### src/rtl/seg_scan_ctrl_if.sv
// Write-side and decoder-ROM bus of seg_scan_ctrl.
// master = CPU writer plus the ROM that answers rom_addr; slave = the scan controller.
interface seg_scan_ctrl_if;
  logic       wr_en;
  logic [2:0] wr_idx;
  logic [4:0] wr_code;
  logic       wr_dp;
  logic [4:0] rom_addr;
  logic [7:0] rom_seg;

  modport master (
    output wr_en, wr_idx, wr_code, wr_dp, rom_seg,
    input  rom_addr
  );

  modport slave (
    input  wr_en, wr_idx, wr_code, wr_dp, rom_seg,
    output rom_addr
  );
endinterface

### src/rtl/seg_scan_ctrl.sv
// Time-multiplexed 7-segment scan controller sharing one hex decoder ROM.
// Each slot: SETUP (ROM lookup), SCAN_DIV cycles DRIVE, GAP_CYCLES cycles dead-time.
module seg_scan_ctrl #(
  parameter int unsigned NUM_DIGITS = 8,
  parameter int unsigned SCAN_DIV   = 1000,
  parameter int unsigned GAP_CYCLES = 4
) (
  input  logic                  clk,
  input  logic                  rst,
  input  logic                  en,
  seg_scan_ctrl_if.slave        bus,
  output logic [7:0]            seg_out,
  output logic [NUM_DIGITS-1:0] an_out,
  output logic                  frame_done
);

  localparam int unsigned IdxW   = $clog2(NUM_DIGITS);
  localparam int unsigned CntMax = (SCAN_DIV > GAP_CYCLES) ? SCAN_DIV : GAP_CYCLES;
  localparam int unsigned CntW   = (CntMax > 1) ? $clog2(CntMax) : 1;

  localparam logic [CntW-1:0] DriveLast = CntW'(SCAN_DIV - 1);
  localparam logic [CntW-1:0] GapLast   = CntW'((GAP_CYCLES > 0) ? GAP_CYCLES - 1 : 0);
  localparam logic [IdxW-1:0] IdxLast   = IdxW'(NUM_DIGITS - 1);
  localparam logic [4:0]      CodeBlank = 5'd16;

  typedef enum logic [1:0] {StOff, StSetup, StDrive, StGap} state_e;

  // Digit register file
  logic [4:0]            code_q [NUM_DIGITS];
  logic [NUM_DIGITS-1:0] dp_q;

  logic            wr_hit;
  logic [IdxW-1:0] wr_sel;
  logic [4:0]      wr_code_sat;

  always_comb begin
    wr_hit      = bus.wr_en && (32'(bus.wr_idx) < NUM_DIGITS);
    wr_sel      = bus.wr_idx[IdxW-1:0];
    wr_code_sat = (bus.wr_code > CodeBlank) ? CodeBlank : bus.wr_code;
  end

  always_ff @(posedge clk) begin
    if (rst) begin
      for (int i = 0; i < int'(NUM_DIGITS); i++) begin
        code_q[i] <= CodeBlank;
      end
      dp_q <= '0;
    end else if (wr_hit) begin
      code_q[wr_sel] <= wr_code_sat;
      dp_q[wr_sel]   <= bus.wr_dp;
    end
  end

  // Scan FSM
  state_e          state_q;
  logic [IdxW-1:0] idx_q;
  logic [IdxW-1:0] idx_next;
  logic [CntW-1:0] cnt_q;
  logic            dp_snap_q;

  always_comb begin
    idx_next = (idx_q == IdxLast) ? '0 : idx_q + IdxW'(1);
  end

  always_ff @(posedge clk) begin
    if (rst) begin
      state_q      <= StOff;
      idx_q        <= '0;
      cnt_q        <= '0;
      dp_snap_q    <= 1'b0;
      bus.rom_addr <= CodeBlank;
      seg_out      <= 8'hFF;
      an_out       <= '1;
      frame_done   <= 1'b0;
    end else begin
      frame_done <= 1'b0;
      if (!en) begin
        state_q <= StOff;
        idx_q   <= '0;
        cnt_q   <= '0;
        seg_out <= 8'hFF;
        an_out  <= '1;
      end else begin
        case (state_q)
          StOff: begin
            state_q      <= StSetup;
            bus.rom_addr <= code_q[0];
            dp_snap_q    <= dp_q[0];
          end
          StSetup: begin
            // dp is snapshotted with the code so a mid-slot write never tears a digit
            seg_out <= {bus.rom_seg[7:1], bus.rom_seg[0] & ~dp_snap_q};
            an_out  <= ~(NUM_DIGITS'(1) << idx_q);
            cnt_q   <= '0;
            state_q <= StDrive;
          end
          StDrive: begin
            if (cnt_q == DriveLast) begin
              seg_out <= 8'hFF;
              an_out  <= '1;
              cnt_q   <= '0;
              if (GAP_CYCLES == 0) begin
                idx_q        <= idx_next;
                bus.rom_addr <= code_q[idx_next];
                dp_snap_q    <= dp_q[idx_next];
                frame_done   <= (idx_q == IdxLast);
                state_q      <= StSetup;
              end else begin
                state_q <= StGap;
              end
            end else begin
              cnt_q <= cnt_q + CntW'(1);
            end
          end
          StGap: begin
            if (cnt_q == GapLast) begin
              cnt_q        <= '0;
              idx_q        <= idx_next;
              bus.rom_addr <= code_q[idx_next];
              dp_snap_q    <= dp_q[idx_next];
              frame_done   <= (idx_q == IdxLast);
              state_q      <= StSetup;
            end else begin
              cnt_q <= cnt_q + CntW'(1);
            end
          end
          default: state_q <= StOff;
        endcase
      end
    end
  end

endmodule

### src/flat_wrapper.sv
// flat-port wrapper written by rule: the top's interface ports become plain ports
module seg_scan_ctrl_flat 
#(
  parameter int unsigned NUM_DIGITS = 8,
  parameter int unsigned SCAN_DIV   = 1000,
  parameter int unsigned GAP_CYCLES = 4
)
  (clk, rst, en, seg_out, an_out, frame_done, bus_wr_en, bus_wr_idx, bus_wr_code, bus_wr_dp, bus_rom_seg, bus_rom_addr);
  seg_scan_ctrl_if bus_i ();
  input  logic clk;
  input  logic rst;
  input  logic en;
  output logic [7:0] seg_out;
  output logic [NUM_DIGITS-1:0] an_out;
  output logic frame_done;
  input wire logic [$bits(bus_i.wr_en)-1:0] bus_wr_en;
  input wire logic [$bits(bus_i.wr_idx)-1:0] bus_wr_idx;
  input wire logic [$bits(bus_i.wr_code)-1:0] bus_wr_code;
  input wire logic [$bits(bus_i.wr_dp)-1:0] bus_wr_dp;
  input wire logic [$bits(bus_i.rom_seg)-1:0] bus_rom_seg;
  output wire logic [$bits(bus_i.rom_addr)-1:0] bus_rom_addr;
  assign bus_i.wr_en = bus_wr_en;
  assign bus_i.wr_idx = bus_wr_idx;
  assign bus_i.wr_code = bus_wr_code;
  assign bus_i.wr_dp = bus_wr_dp;
  assign bus_i.rom_seg = bus_rom_seg;
  assign bus_rom_addr = bus_i.rom_addr;
  seg_scan_ctrl #(.NUM_DIGITS(NUM_DIGITS), .SCAN_DIV(SCAN_DIV), .GAP_CYCLES(GAP_CYCLES)) u_core (.clk(clk), .rst(rst), .en(en), .bus(bus_i), .seg_out(seg_out), .an_out(an_out), .frame_done(frame_done));
endmodule
### config.mk
export PLATFORM = sky130hd
export DESIGN_NAME = seg_scan_ctrl_flat
export DESIGN_NICKNAME = d
export VERILOG_FILES = /design/src/rtl/seg_scan_ctrl_if.sv /design/src/rtl/seg_scan_ctrl.sv /design/src/flat_wrapper.sv
export SDC_FILE = /design/constraint.sdc
export NUM_CORES = 1
export LEC_CHECK = 0
export ABC_AREA = 1
export BUFFER_PORTS_ARGS = -buffer_cell sky130_fd_sc_hd__buf_2
export CELL_PAD_IN_SITES_DETAIL_PLACEMENT = 1
export CELL_PAD_IN_SITES_GLOBAL_PLACEMENT = 1
export CORE_ASPECT_RATIO = 0.75
export CORE_MARGIN = 2
export CORE_UTILIZATION = 45
export CTS_CLUSTER_DIAMETER = 150
export DETAILED_ROUTE_END_ITERATION = 16
export PLACE_DENSITY_LB_ADDON = 0.1
export SLEW_MARGIN = 20
export SYNTH_ARGS = -nofsm -noshare
export SYNTH_HDL_FRONTEND = slang
export SYNTH_SLANG_ARGS = --single-unit
### constraint.sdc
create_clock -name clk -period 3.6 [get_ports clk]
set_clock_uncertainty 0.15 [all_clocks]
set_input_delay 0.18 -clock clk [delete_from_list [all_inputs] [get_ports clk]]
set_output_delay 0.18 -clock clk [all_outputs]
set_load 0.02 [all_outputs]
## Word-level counts from Yosys, hierarchy flattened

Memory sizes are Yosys's and may differ from the RTL's.
Index checks and enable logic that the tools add are counted.

- Flip-flop bits (word level): 46
- RAM bits: 40
- Input bits: 21
- Output and inout bits: 22
- Logic and storage cells: 71
- Memories kept: 1

- $add $sub $neg: 2
- $lt $le $gt $ge: 4
- Eq/ne operators: 8
- Shift operators: 1
- Mux-type cells: 28
- Bitwise gates (word level): 6
- Reduce and logical (&&, ||, !) cells: 12

Memory list:

| name | depth | bits a word | rd ports | clocked after memory_dff | write ports | line | text |
|---|---|---|---|---|---|---|---|
| u_core.code_q | 8 | 5 | 2 | 0 | 8 | seg_scan_ctrl.sv:29 | `logic [4:0] code_q [NUM_DIGITS];` |

Operators with widths:

| cell | count |
|---|---|
| 8-bit case mux with 2 select lines | 2 |
| 10-bit case mux with 3 select lines | 1 |
| 10-bit two-way mux | 2 |
| 5-bit two-way mux | 3 |
| 10-bit by 1-bit adder with 10-bit output, second input constant | 1 |
| 10-bit equality test, second input constant | 1 |
| 10-bit by 2-bit equality test with 1-bit output, second input constant | 1 |
| 5-bit case mux with 2 select lines | 1 |
| 1-bit two-way mux | 9 |
| 8-bit bitwise mux | 1 |
| 3-bit by 4-bit less-than comparator with 1-bit output, second input constant | 2 |
| 8-bit two-way mux | 1 |
| 8-bit inverter | 1 |
| 2-bit case mux with 4 select lines | 1 |
| 1-bit by 3-bit left shift with 8-bit output, first input constant | 1 |
| 3-bit two-way mux | 2 |
| 2-bit AND reduction | 3 |
| 5-bit > comparator, second input constant | 1 |
| 5-bit OR reduction | 1 |
| 2-bit equality test, second input constant | 2 |
| 2-bit two-way mux | 2 |
| 2-bit by 1-bit != test with 1-bit output, second input constant | 2 |
| 1-bit inverter | 4 |
| 2-bit nonzero test | 2 |
| 14 further kinds | 14 |

## Longest topological paths before layout

Gate-level depths: netlist (run 1).

- Depth after elaboration: 6
- Depth in mapped cells: 12
- Gate-level depth less buffers: 11

## Worst setup path before layout (run 1)

OpenSTA, ideal clock, no wires.

- Path type: register to register
- Start point: register u_core.idx_q[0]
- End point: register u_core.bus.rom_addr[4]
- Setup time: 115 ps
- Arrival time: 1,505 ps
- Data required time: 3,335 ps
- Setup slack: 1,830 ps
- Stages on the path, launching flop included: 13
- Path buffers: 1
- Clock period less this slack: 1,770 ps
- Path through: dfxtp_1 -> ha_1 -> ha_1 -> inv_1 -> nand2_1 -> buf_4 -> nand2_1 -> nand3_1 -> nand3_1 -> nand3_1 -> nand2_1 -> nand2_1 -> nand2_1

- Cells in the longest elaborated chain, start to end: 5
- Elaborated cells on any way between the ends: 6
- Those cells by class: 1 x add/sub; 1 x eq/ne; 3 x mux; 1 x memory

Ends and longest elaborated chain:

| what | line | text |
|---|---|---|
| start: declaration | seg_scan_ctrl.sv:56 | `logic [IdxW-1:0] idx_q;` |
| start signal: assignment | seg_scan_ctrl.sv:103 | `idx_q <= idx_next;` |
| start signal: assignment | seg_scan_ctrl.sv:118 | `idx_q <= idx_next;` |
| 3-bit by 1-bit adder with 3-bit output or 3-bit equality test (tied branches) | seg_scan_ctrl.sv:62 | `idx_next = (idx_q == IdxLast) ? '0 : idx_q + IdxW'(1);` |
| 3-bit two-way mux (*) | seg_scan_ctrl.sv:62 |  |
| memory 8 x 5 bit (*) | -- |  |
| 5-bit two-way mux (*) | seg_scan_ctrl.sv:116 | `if (cnt_q == GapLast) begin` |
| 5-bit case mux with 2 select lines (*) | seg_scan_ctrl.sv:84 | `case (state_q)` |
| end signal: assignment | seg_scan_ctrl.sv:71 | `bus.rom_addr <= CodeBlank;` |
| end signal: assignment | seg_scan_ctrl.sv:87 | `bus.rom_addr <= code_q[0];` |
| end signal: assignment | seg_scan_ctrl.sv:119 | `bus.rom_addr <= code_q[idx_next];` |
| end: declaration | seg_scan_ctrl_if.sv:18 | `output rom_addr` |

Every way passes the cells marked *; elsewhere a longest branch is shown, timed or not. The select of a mux whose other input is x is not followed.
A chain may end at the register's enable or synchronous reset.

## Worst setup path after layout (run 1)

- Start point: register u_core.idx_q[0]
- End point: register u_core.bus.rom_addr[4]

- Cells in the longest elaborated chain, start to end: 5
- Elaborated cells on any way between the ends: 6
- Those cells by class: 1 x add/sub; 1 x eq/ne; 3 x mux; 1 x memory

Ends and longest elaborated chain:

| what | line | text |
|---|---|---|
| 3-bit by 1-bit adder with 3-bit output or 3-bit equality test (tied branches) | seg_scan_ctrl.sv:62 |  |
| 3-bit two-way mux (*) | seg_scan_ctrl.sv:62 |  |
| net u_core.idx_next[1] | seg_scan_ctrl.sv:57 | `logic [IdxW-1:0] idx_next;` |
| memory 8 x 5 bit (*) | -- |  |
| 5-bit two-way mux (*) | seg_scan_ctrl.sv:116 |  |
| 5-bit case mux with 2 select lines (*) | seg_scan_ctrl.sv:84 |  |

Mark *: on every way through the listed nets, which the timed path passes. The rest lies on a longest branch. The select of a mux whose other input is x is not followed.

==> results of run 1 <==
## per-layer routing
metal | share of wire [%] | vias up
met5 | 0 | -
met4 | 1.1 | 0
met3 | 4.6 | 12
met2 | 44 | 77
met1 | 50 | 1685
li1 | - | 1749
## timing repair
item / CTS / global route
hold endpoints to repair: 7 / 0
resized for setup: 0 / 0
hold buffers: 7 / 0
## layout make-up
| type | count | area [sq um] |
|---|---|---|
| fill | 1125 | 4170 |
| sequential | 86 | 2120 |
| multi-input combinational | 345 | 1650 |
| timing repair buffer | 51 | 295 |
| clock buffer | 12 | 279 |
| inverter | 72 | 270 |
| tap | 112 | 140 |
| clock inverter | 4 | 73.8 |
## cell usage after synthesis, types with 4 or more instances
cell type / n / share of area (%)
nand2_1: 114 / 10
nor2_1: 85 / 7.7
inv_1: 70 / 6.3
dfxtp_1: 46 / 22
nand3_1: 44 / 5.3
edfxtp_1: 40 / 29
a21oi_1: 26 / 3.1
o21ai_0: 26 / 3.1
ha_1: 12 / 3.6
nor3_1: 8 / 0.96
o22ai_1: 7 / 1.1
xor2_1: 7 / 1.5
buf_2: 6 / 0.72
clkbuf_1: 6 / 0.54
nand4_1: 4 / 0.60
## cell families (layout without fill, tap and decap cells)
family | Yosys count | in the layout | share of synthesized area, %
compound gates | 65 | 65 | 8.64
xor+xnor | 7 | 7 | 1.48
fa+ha+maj | 12 | 12 | 3.61
buf+inv | 90 | 139 | 9.10
flops | 86 | 86 | 51.1
simple gates | 261 | 261 | 26.1
## worst reg2reg max path, stage by stage, from the launching register on
cell,delay (ns)
dfxtp_1,0.44
inv_1,0.13
ha_1,0.62
inv_1,0.36
nand3_1,0.18
nand3_1,0.09
nand3_1,0.08
nand2_1,0.08
nand2_1,0.07
nand2_1,0.04
## flip-flops by register name, summed over array words and instances (netlist names)
signal	flops
u_core.dp_q	8
u_core.idx_q	3
u_core.frame_done	1
u_core.seg_out	8
u_core.cnt_q	10
u_core.state_q	2
u_core.bus.rom_addr	5
u_core.an_out	8
u_core.dp_snap_q	1
u_core.code_q	40
## through the flow
stage | worst slack [ns] | power, uW | instances | instance area [sq um]
detailed placement | 1.30 | 1310 | 659 | 4410
floorplan | 1.83 | 1240 | 521 | 4150
finish | 1.24 | 2370 | 682 | 4830
global placement | 1.36 | 1300 | 659 | 4410
global route | 1.02 | 2460 | 682 | 4830
CTS | 1.27 | 2390 | 682 | 4830
## how the worst max path moves through the flow
stage | from | endpoint | cells past startpoint
after floorplan | u_core.idx_q[0]$_SDFFE_PP0P_ | u_core.bus.rom_addr[4]$_SDFFE_PP1P_ | 12
after global placement | u_core.idx_q[0]$_SDFFE_PP0P_ | u_core.bus.rom_addr[4]$_SDFFE_PP1P_ | 9
after detailed placement | u_core.idx_q[0]$_SDFFE_PP0P_ | u_core.bus.rom_addr[4]$_SDFFE_PP1P_ | 9
after CTS | u_core.idx_q[0]$_SDFFE_PP0P_ | u_core.bus.rom_addr[4]$_SDFFE_PP1P_ | 9
after global routing | u_core.idx_q[0]$_SDFFE_PP0P_ | u_core.bus.rom_addr[4]$_SDFFE_PP1P_ | 9
final | u_core.idx_q[0]$_SDFFE_PP0P_ | u_core.bus.rom_addr[4]$_SDFFE_PP1P_ | 9
## power groups by stage
stage               Combinational, uW  Clock (uW)  Sequential [uW]
detailed placement                198           0             1110
floorplan                         120           0             1120
global route                      232        1140             1090
finish                            207        1080             1090
global placement                  192           0             1110
CTS                               205        1090             1090
==> reports/results.ini, run 1 <==
[outcome]
run_status = finished clean

[clock_network]
cts_setup_buffers = 0
cts.sinks = 86
clk_pin_slew_ns = 0.06
clockBufferDepth = 2
numCtsBuffers = 9
tritoncts = done
cts_root_buf = clkbuf_16
clock_latency_ns = 0.34
h-tree-depth = 3

[worst_setup_path]
worstPathArrival_ns = 2.44
path_cells = inv_1, ha_1, inv_1, nand3_1, nand3_1, nand3_1, nand2_1, nand2_1, nand2_1
crit_type = flop to flop
cp_max_fo = 13
startpoint_type = flop
critPathRequiredTime_ns = 3.68
r2r_end = u_core.bus.rom_addr[4]$_SDFFE_PP1P_
cp_num_buf_inv = 2
r2r_slack_ns = 1.24
reg2regPathDepth = 9
slowest_delay_ns = 0.62
crit_path_end_kind = flop
slowest_stage = ha_1
r2r_start = u_core.idx_q[0]$_SDFFE_PP0P_
cp_top_family = adder cells

[drt]
first_iter_violations = 224
route.final.wire_length_mm = 11.2
dr_total_vias = 3523
wl_per_cell_microns = 16.4
vias_per_cell = 5.17
remaining_drc_errors = 0
postRouteAntennaNets = 0
drt-pass1-iter-count = 6

[floorplan]
die_h_microns = 87.2
initial_utilization_pct = 46.1
io-pin-count = 43
core_area_sq_mm = 0.00901
die_area_sq_mm = 0.0100
num_rows = 30
die_w_microns = 115

[yosys]
ys_seq_elements = 86
syn_area_sq_mm = 0.00415
yosysUniqueCellTypes = 29
synthArstFlopShare_pct = 0
synth_ff_type = dfxtp_1
ys_seq_area_share_pct = 51.1
syn_area_per_cell_sq_um = 7.97
syn_nets = 554
synth-edff-count = 40
syn_inst = 521
synth_warnings = 0

[power_and_ir_drop]
power_density_mw_per_mm2 = 490
p_clk_share_pct = 45.4
seq_power_share_pct = 45.8
max-vdd-ir-drop_uv = 272
cellLeakagePower_uw = 0.00209
switching_power_uw = 547
p_comb_share_pct = 8.7
internal-power_uw = 1820
p_sw_share_pct = 23.1

[place]
place.gp.congestion = 0.854
dpl.hpwl_mm = 8.00
port-buffer-count = 42

[min_path]
whs_endpoint = u_core.seg_out[3]$_SDFFE_PP1P_
holdPathStages = 3
min_from = bus_rom_seg[3]
hold_class = input pin to flop

[grt]
grt_most_used_layer = met2
antenna_found_initial = 0
use_met3_pct = 5.29
track_usage_pct = 23.8
grt_overflow = 0
met2_usage_pct = 36.1
met1_usage_pct = 34.8
grt_max_degree = 35
grt_pass1_vias = 3449
grt_pass1_wl_mm = 17.9

[finish]
final_util_pct = 53.7
num_antenna_cells = 0
finalNetCount = 598
final_common_cell = nand2_1
synthToLayoutAreaGrowth_pct = 16.4
drive_gt1_share_pct = 11.9
layout_common_cells = 114 x nand2_1, 85 x nor2_1, 70 x inv_1

[timing]
setup_viol = 0
grt_setup_unrepaired = no
maxSlewViolCount = 0
tns_ns = 0
slew_headroom_pct = 54.0
fmax_mhz = 424
holdWs_ns = 0.00830
hold_viol = 0
timing.final.crit_share_pct = 65.5
fin_crit_ns = 2.36
tightest_slew_ns = 0.689

[flow_run]
cap_violations = 0

Power figures use the tool's default switching activity.
==> run 2, diff against run 1 <==
CORE_UTILIZATION = 39   (was 45)
clock period = 2.1 ns   (was 3.6 ns; I/O delays follow)
==> run 2 against run 1 <==
Against the previous run:
- critical path depth rose by 3
- via count is 0.85% higher
- clock power rose by 57%
- register-to-register slack lost 1.1 ns
- fmax rose by 23%
- first-iteration DRC count fell by 11%
- routed wire length increased by 3.7%
- clock-buffer cell count is 3 lower
- die area up 15%
- cell count up 5.1%
- combinational power rose by 78%
- critical path type unchanged
- largest cell class unchanged
==> reports/results.ini, run 2 (synthesis gave the netlist of run 1 again) <==
[outcome]
run_status = finished clean

[floorplan]
die_w_microns = 123
io-pin-count = 43
core_area_sq_mm = 0.0103
initial_utilization_pct = 40.2
die_area_sq_mm = 0.0115
die_h_microns = 93.4
num_rows = 32

[worst_setup_path]
worstPathArrival_ns = 2.00
r2r_end = u_core.bus.rom_addr[4]$_SDFFE_PP1P_
cp_common_cell = nand2_1
cp_max_fo = 15
slowest_delay_ns = 0.38
slowest_stage = dfxtp_1
critPathRequiredTime_ns = 2.18
crit_type = flop to flop
r2r_slack_ns = 0.18
startpoint_type = flop
r2r_start = u_core.idx_q[1]$_SDFFE_PP0P_
reg2regPathDepth = 12
crit_path_end_kind = flop
path_cells = ha_1, ha_1, inv_1, nand2_1, buf_4, nand2_1, nand3_1, nand3_1, nand3_1, nand2_1, nand2_1, nand2_1

[timing]
grt_setup_unrepaired = no
tightest_slew_ns = 0.551
timing.final.crit_share_pct = 91.3
fin_crit_ns = 1.92
slew_headroom_pct = 63.2
setup_viol = 0
maxSlewViolCount = 0
fmax_mhz = 521
tns_ns = 0
hold_viol = 0
timing.final.ws_setup_ns = 0.182

[power_and_ir_drop]
p_comb_share_pct = 9.4
p_clk_share_pct = 43.2
p_sw_share_pct = 24.2
switching_power_uw = 950
internal-power_uw = 2980
seq_power_share_pct = 47.4
power_density_mw_per_mm2 = 798
power_uw = 3930
max-vdd-ir-drop_uv = 583
cellLeakagePower_uw = 0.00214

[grt]
grt_max_degree = 35
grt_pass1_wl_mm = 18.7
grt_most_used_layer = met2
track_usage_pct = 21.6
grt_pass1_vias = 3662
met2_usage_pct = 32.5
antenna_found_initial = 0
use_met3_pct = 4.39
grt_overflow = 0
met1_usage_pct = 31.3

[clock_network]
h-tree-depth = 3
clock_latency_ns = 0.34
cts_setup_buffers = 0
tritoncts = done
cts_root_buf = clkbuf_16
clk_pin_slew_ns = 0.07
clockBufferDepth = 2
numCtsBuffers = 9
cts.sinks = 86

[place]
place.gp.congestion = 0.820
dpl_worst_slack_ns = 0.105
port-buffer-count = 42
dp.cells = 692
dpl.hpwl_mm = 8.24

[drt]
remaining_drc_errors = 0
first_iter_violations = 200
vias_per_cell = 4.96
wl_per_cell_microns = 16.1
postRouteAntennaNets = 0
route.final.wire_length_mm = 11.6
dr_total_vias = 3553
drt-pass1-iter-count = 4

[finish]
final_common_cell = nand2_1
regMostFlops = u_core.code_q
finalNetCount = 609
synthToLayoutAreaGrowth_pct = 18.7
num_antenna_cells = 0
n_fill_cell = 1294
drive_gt1_share_pct = 13.8
reg_top3 = u_core.code_q x40, u_core.cnt_q x10
fin_cells = 717
layout_common_cells = 113 x nand2_1, 85 x nor2_1, 70 x inv_1
largest_reg_flops = 40

[min_path]
whs_endpoint = u_core.code_q[4][4]$_SDFFCE_PN1P_
min_from = bus_wr_idx[1]
hold_class = input pin to flop
holdPathStages = 5

[flow_run]
cap_violations = 0

==> run 2: stage by stage <==
stage | hold WS [ns] | cell area, sq um | utilization [%]
global route | 0.119 | 4930 | 47.7
global placement | 0.202 | 4520 | 43.8
CTS | 0.0681 | 4930 | 47.7
finish | 0.0779 | 4930 | 47.7
floorplan | 0.0505 | 4150 | -
detailed placement | 0.195 | 4520 | 43.8
==> run 2: power groups by stage <==
stage | clock, uW | combinational (uW) | sequential (uW)
2_1_floorplan | 0 | 205 | 1920
3_3_place_gp | 0 | 344 | 1900
3_5_place_dp | 0 | 354 | 1900
4_1_cts | 1720 | 370 | 1860
5_1_grt | 1780 | 415 | 1870
6_report | 1700 | 369 | 1860
==> run 2: worst max-delay path, delay by kind of cell (launching register included) <==
kind / cells / cell delay [ns]
fa+ha+maj: 2 / 0.41
buf+inv: 2 / 0.29
flops: 1 / 0.38
simple gates: 8 / 0.57
==> run 2: what timing repair did <==
action / in CTS / in global routing
endpoints found under the hold margin: 9 / 0
resized for setup: 0 / 2
setup endpoints to repair: 0 / 7
hold buffers: 9 / 0
==> run 2: layout make-up <==
cell class / instances / area (sq um) / area share [%]
timing repair buffer: 62 / 395 / 8.02
clock buffer: 9 / 225 / 4.57
inverter: 72 / 270 / 5.48
sequential: 86 / 2120 / 43.1
tap: 136 / 170 / 3.45
multi-input combinational: 345 / 1660 / 33.6
clock inverter: 7 / 88.8 / 1.80
==> run 2: metal layers <==
layer	share of wire, %	wire length, microns
met5	0	0
met1	49	5720
met4	1.0	119
met3	5.4	625
met2	44	5110
==> run 2: worst max-delay path by stage <==
stage                                                to  depth (start not counted)  slack (ns)                    startpoint
floorplan           u_core.bus.rom_addr[4]$_SDFFE_PP1P_                         12        0.33  u_core.idx_q[0]$_SDFFE_PP0P_
global route        u_core.bus.rom_addr[4]$_SDFFE_PP1P_                         12       0.003  u_core.idx_q[1]$_SDFFE_PP0P_
detailed placement  u_core.bus.rom_addr[4]$_SDFFE_PP1P_                         12        0.10  u_core.idx_q[0]$_SDFFE_PP0P_
finish              u_core.bus.rom_addr[4]$_SDFFE_PP1P_                         12        0.18  u_core.idx_q[1]$_SDFFE_PP0P_
global placement    u_core.bus.rom_addr[4]$_SDFFE_PP1P_                         12        0.13  u_core.idx_q[0]$_SDFFE_PP0P_
CTS                 u_core.bus.rom_addr[4]$_SDFFE_PP1P_                         12        0.08  u_core.idx_q[0]$_SDFFE_PP0P_
==> run 3, diff against run 2 <==
BUFFER_PORTS_ARGS = unset   (was -buffer_cell sky130_fd_sc_hd__buf_2)
CORE_UTILIZATION = 42   (was 39)
DONT_BUFFER_PORTS = 1   (was unset)
==> run 3 against run 2 <==
Against the previous run:
- clock power decreased by 4%
- via count decreased by 5.1%
- clock-buffer cell count unchanged
- critical endpoint unchanged
- fmax decreased by 0.95%
- sequential cell count unchanged
- non-clock buffer count decreased by 42
- global-route usage increased by 0.23 points
==> reports/results.ini, run 3 (synthesis gave the netlist of run 1 again) <==
[clock_network]
tritoncts = done
cts_root_buf = clkbuf_16
cts_setup_buffers = 0
clk_pin_slew_ns = 0.07
clockBufferDepth = 2
numCtsBuffers = 9
clock_latency_ns = 0.34
h-tree-depth = 3
cts.sinks = 86

[floorplan]
die_w_microns = 119
die_h_microns = 90.1
num_rows = 31
core_area_sq_mm = 0.00962
io-pin-count = 43
die_area_sq_mm = 0.0107
initial_utilization_pct = 43.2

[finish]
seqCellArea_sq_mm = 0.00212
finalNetCount = 567
synthToLayoutAreaGrowth_pct = 13.8
fin_area_sq_mm = 0.00473
layout_common_cells = 113 x nand2_1, 85 x nor2_1, 70 x inv_1
largest_reg_flops = 40
reg_top3 = u_core.code_q x40, u_core.cnt_q x10
final_common_cell = nand2_1
multi_input_area_sq_mm = 0.00166
regMostFlops = u_core.code_q
num_antenna_cells = 0
drive_gt1_share_pct = 6.68
n_fill_cell = 1204

[power_and_ir_drop]
max-vdd-ir-drop_uv = 431
cellLeakagePower_uw = 0.00198
power_density_mw_per_mm2 = 811

[worst_setup_path]
worstPathArrival_ns = 2.02
crit_path_end_kind = flop
cp_max_fo = 15
crit_type = flop to flop
startpoint_type = flop
critPathRequiredTime_ns = 2.18

[grt]
grt_max_degree = 35
antenna_found_initial = 0
grt_pass1_wl_mm = 18.1
grt_pass1_vias = 3482
track_usage_pct = 21.8
grt_overflow = 0

[place]
dpl.hpwl_mm = 7.78
place.gp.congestion = 0.780
dpl_worst_slack_ns = 0.119
port-buffer-count = 0
post_dp_cell_area_sq_mm = 0.00430

[min_path]
hold_class = input pin to flop

[drt]
vias_per_cell = 5.02
route.final.wire_length_mm = 11.0
drt-pass1-iter-count = 5
dr_total_vias = 3371
remaining_drc_errors = 0
first_iter_violations = 213
wl_per_cell_microns = 16.4
postRouteAntennaNets = 0

[timing]
grt_setup_unrepaired = no
maxSlewViolCount = 0
fmax_mhz = 516
timing.final.crit_share_pct = 92.2
hold_viol = 0
timing.final.ws_setup_ns = 0.163
tns_ns = 0
slew_headroom_pct = 70.1
setup_viol = 0
tightest_slew_ns = 0.448
fin_crit_ns = 1.94

[outcome]
run_status = finished clean

[flow_run]
cap_violations = 0

[run 3: critical path, cell delays in order, from the launching register on]
cell     delay (ns)
dfxtp_1        0.39
ha_1           0.21
ha_2           0.22
inv_1          0.08
nand2_1        0.07
buf_4          0.22
nand2_1        0.08
nand3_1        0.07
nand3_1        0.10
nand3_1        0.09
nand2_1        0.05
nand2_1        0.06
nand2_1        0.04
[run 3: per-stage QoR]
stage                     cells  hold slack, ns  total power (uW)  utilization, %
after floorplan             521          0.0505              2120               -
final                       671          0.0179              3840            49.2
after global routing        671          0.0301              3980            49.2
after CTS                   671         0.00429              3870            49.1
after global placement      643          0.0575              2200            44.7
after detailed placement    643          0.0602              2210            44.7
[run 3: final timing paths]
| check | startpoint | to | slack, ns | cells past startpoint |
|---|---|---|---|---|
| max | u_core.idx_q[1]$_SDFFE_PP0P_ | u_core.bus.rom_addr[4]$_SDFFE_PP1P_ | 0.16 | 12 |
| min | bus_wr_dp | u_core.dp_q[5]$_SDFFE_PP0P_ | 0.02 | 2 |
| max reg2reg | u_core.idx_q[1]$_SDFFE_PP0P_ | u_core.bus.rom_addr[4]$_SDFFE_PP1P_ | 0.16 | 12 |
| min reg2reg | u_core.dp_q[4]$_SDFFE_PP0P_ | u_core.dp_q[4]$_SDFFE_PP0P_ | 0.33 | 2 |
[run 3: power by group]
group          switching, uW  internal, uW
clock network            701           937
registers               63.2          1830
logic                    214          92.0
total                    978          2860
[run 3: metal layers]
layer  part of all wire [%]  track usage (%)
met1                     49             30.8
met2                     45             32.5
met3                    4.7             5.77
met4                    1.2             6.85
met5                      0                0
[run 3: what timing repair did]
action	4_1_cts	5_1_grt
hold buffers	12	0
gates resized for setup	0	3
setup endpoints to repair	0	11
endpoints found under the hold margin	33	0
[run 3: cell type report]
class                      count  share of cell area, %
multi-input combinational    345                   35.1
inverter                      72                   5.72
timing repair buffer          20                   4.34
tap                          132                   3.49
clock buffer                   9                   4.76
sequential                    86                   44.9
clock inverter                 7                   1.69
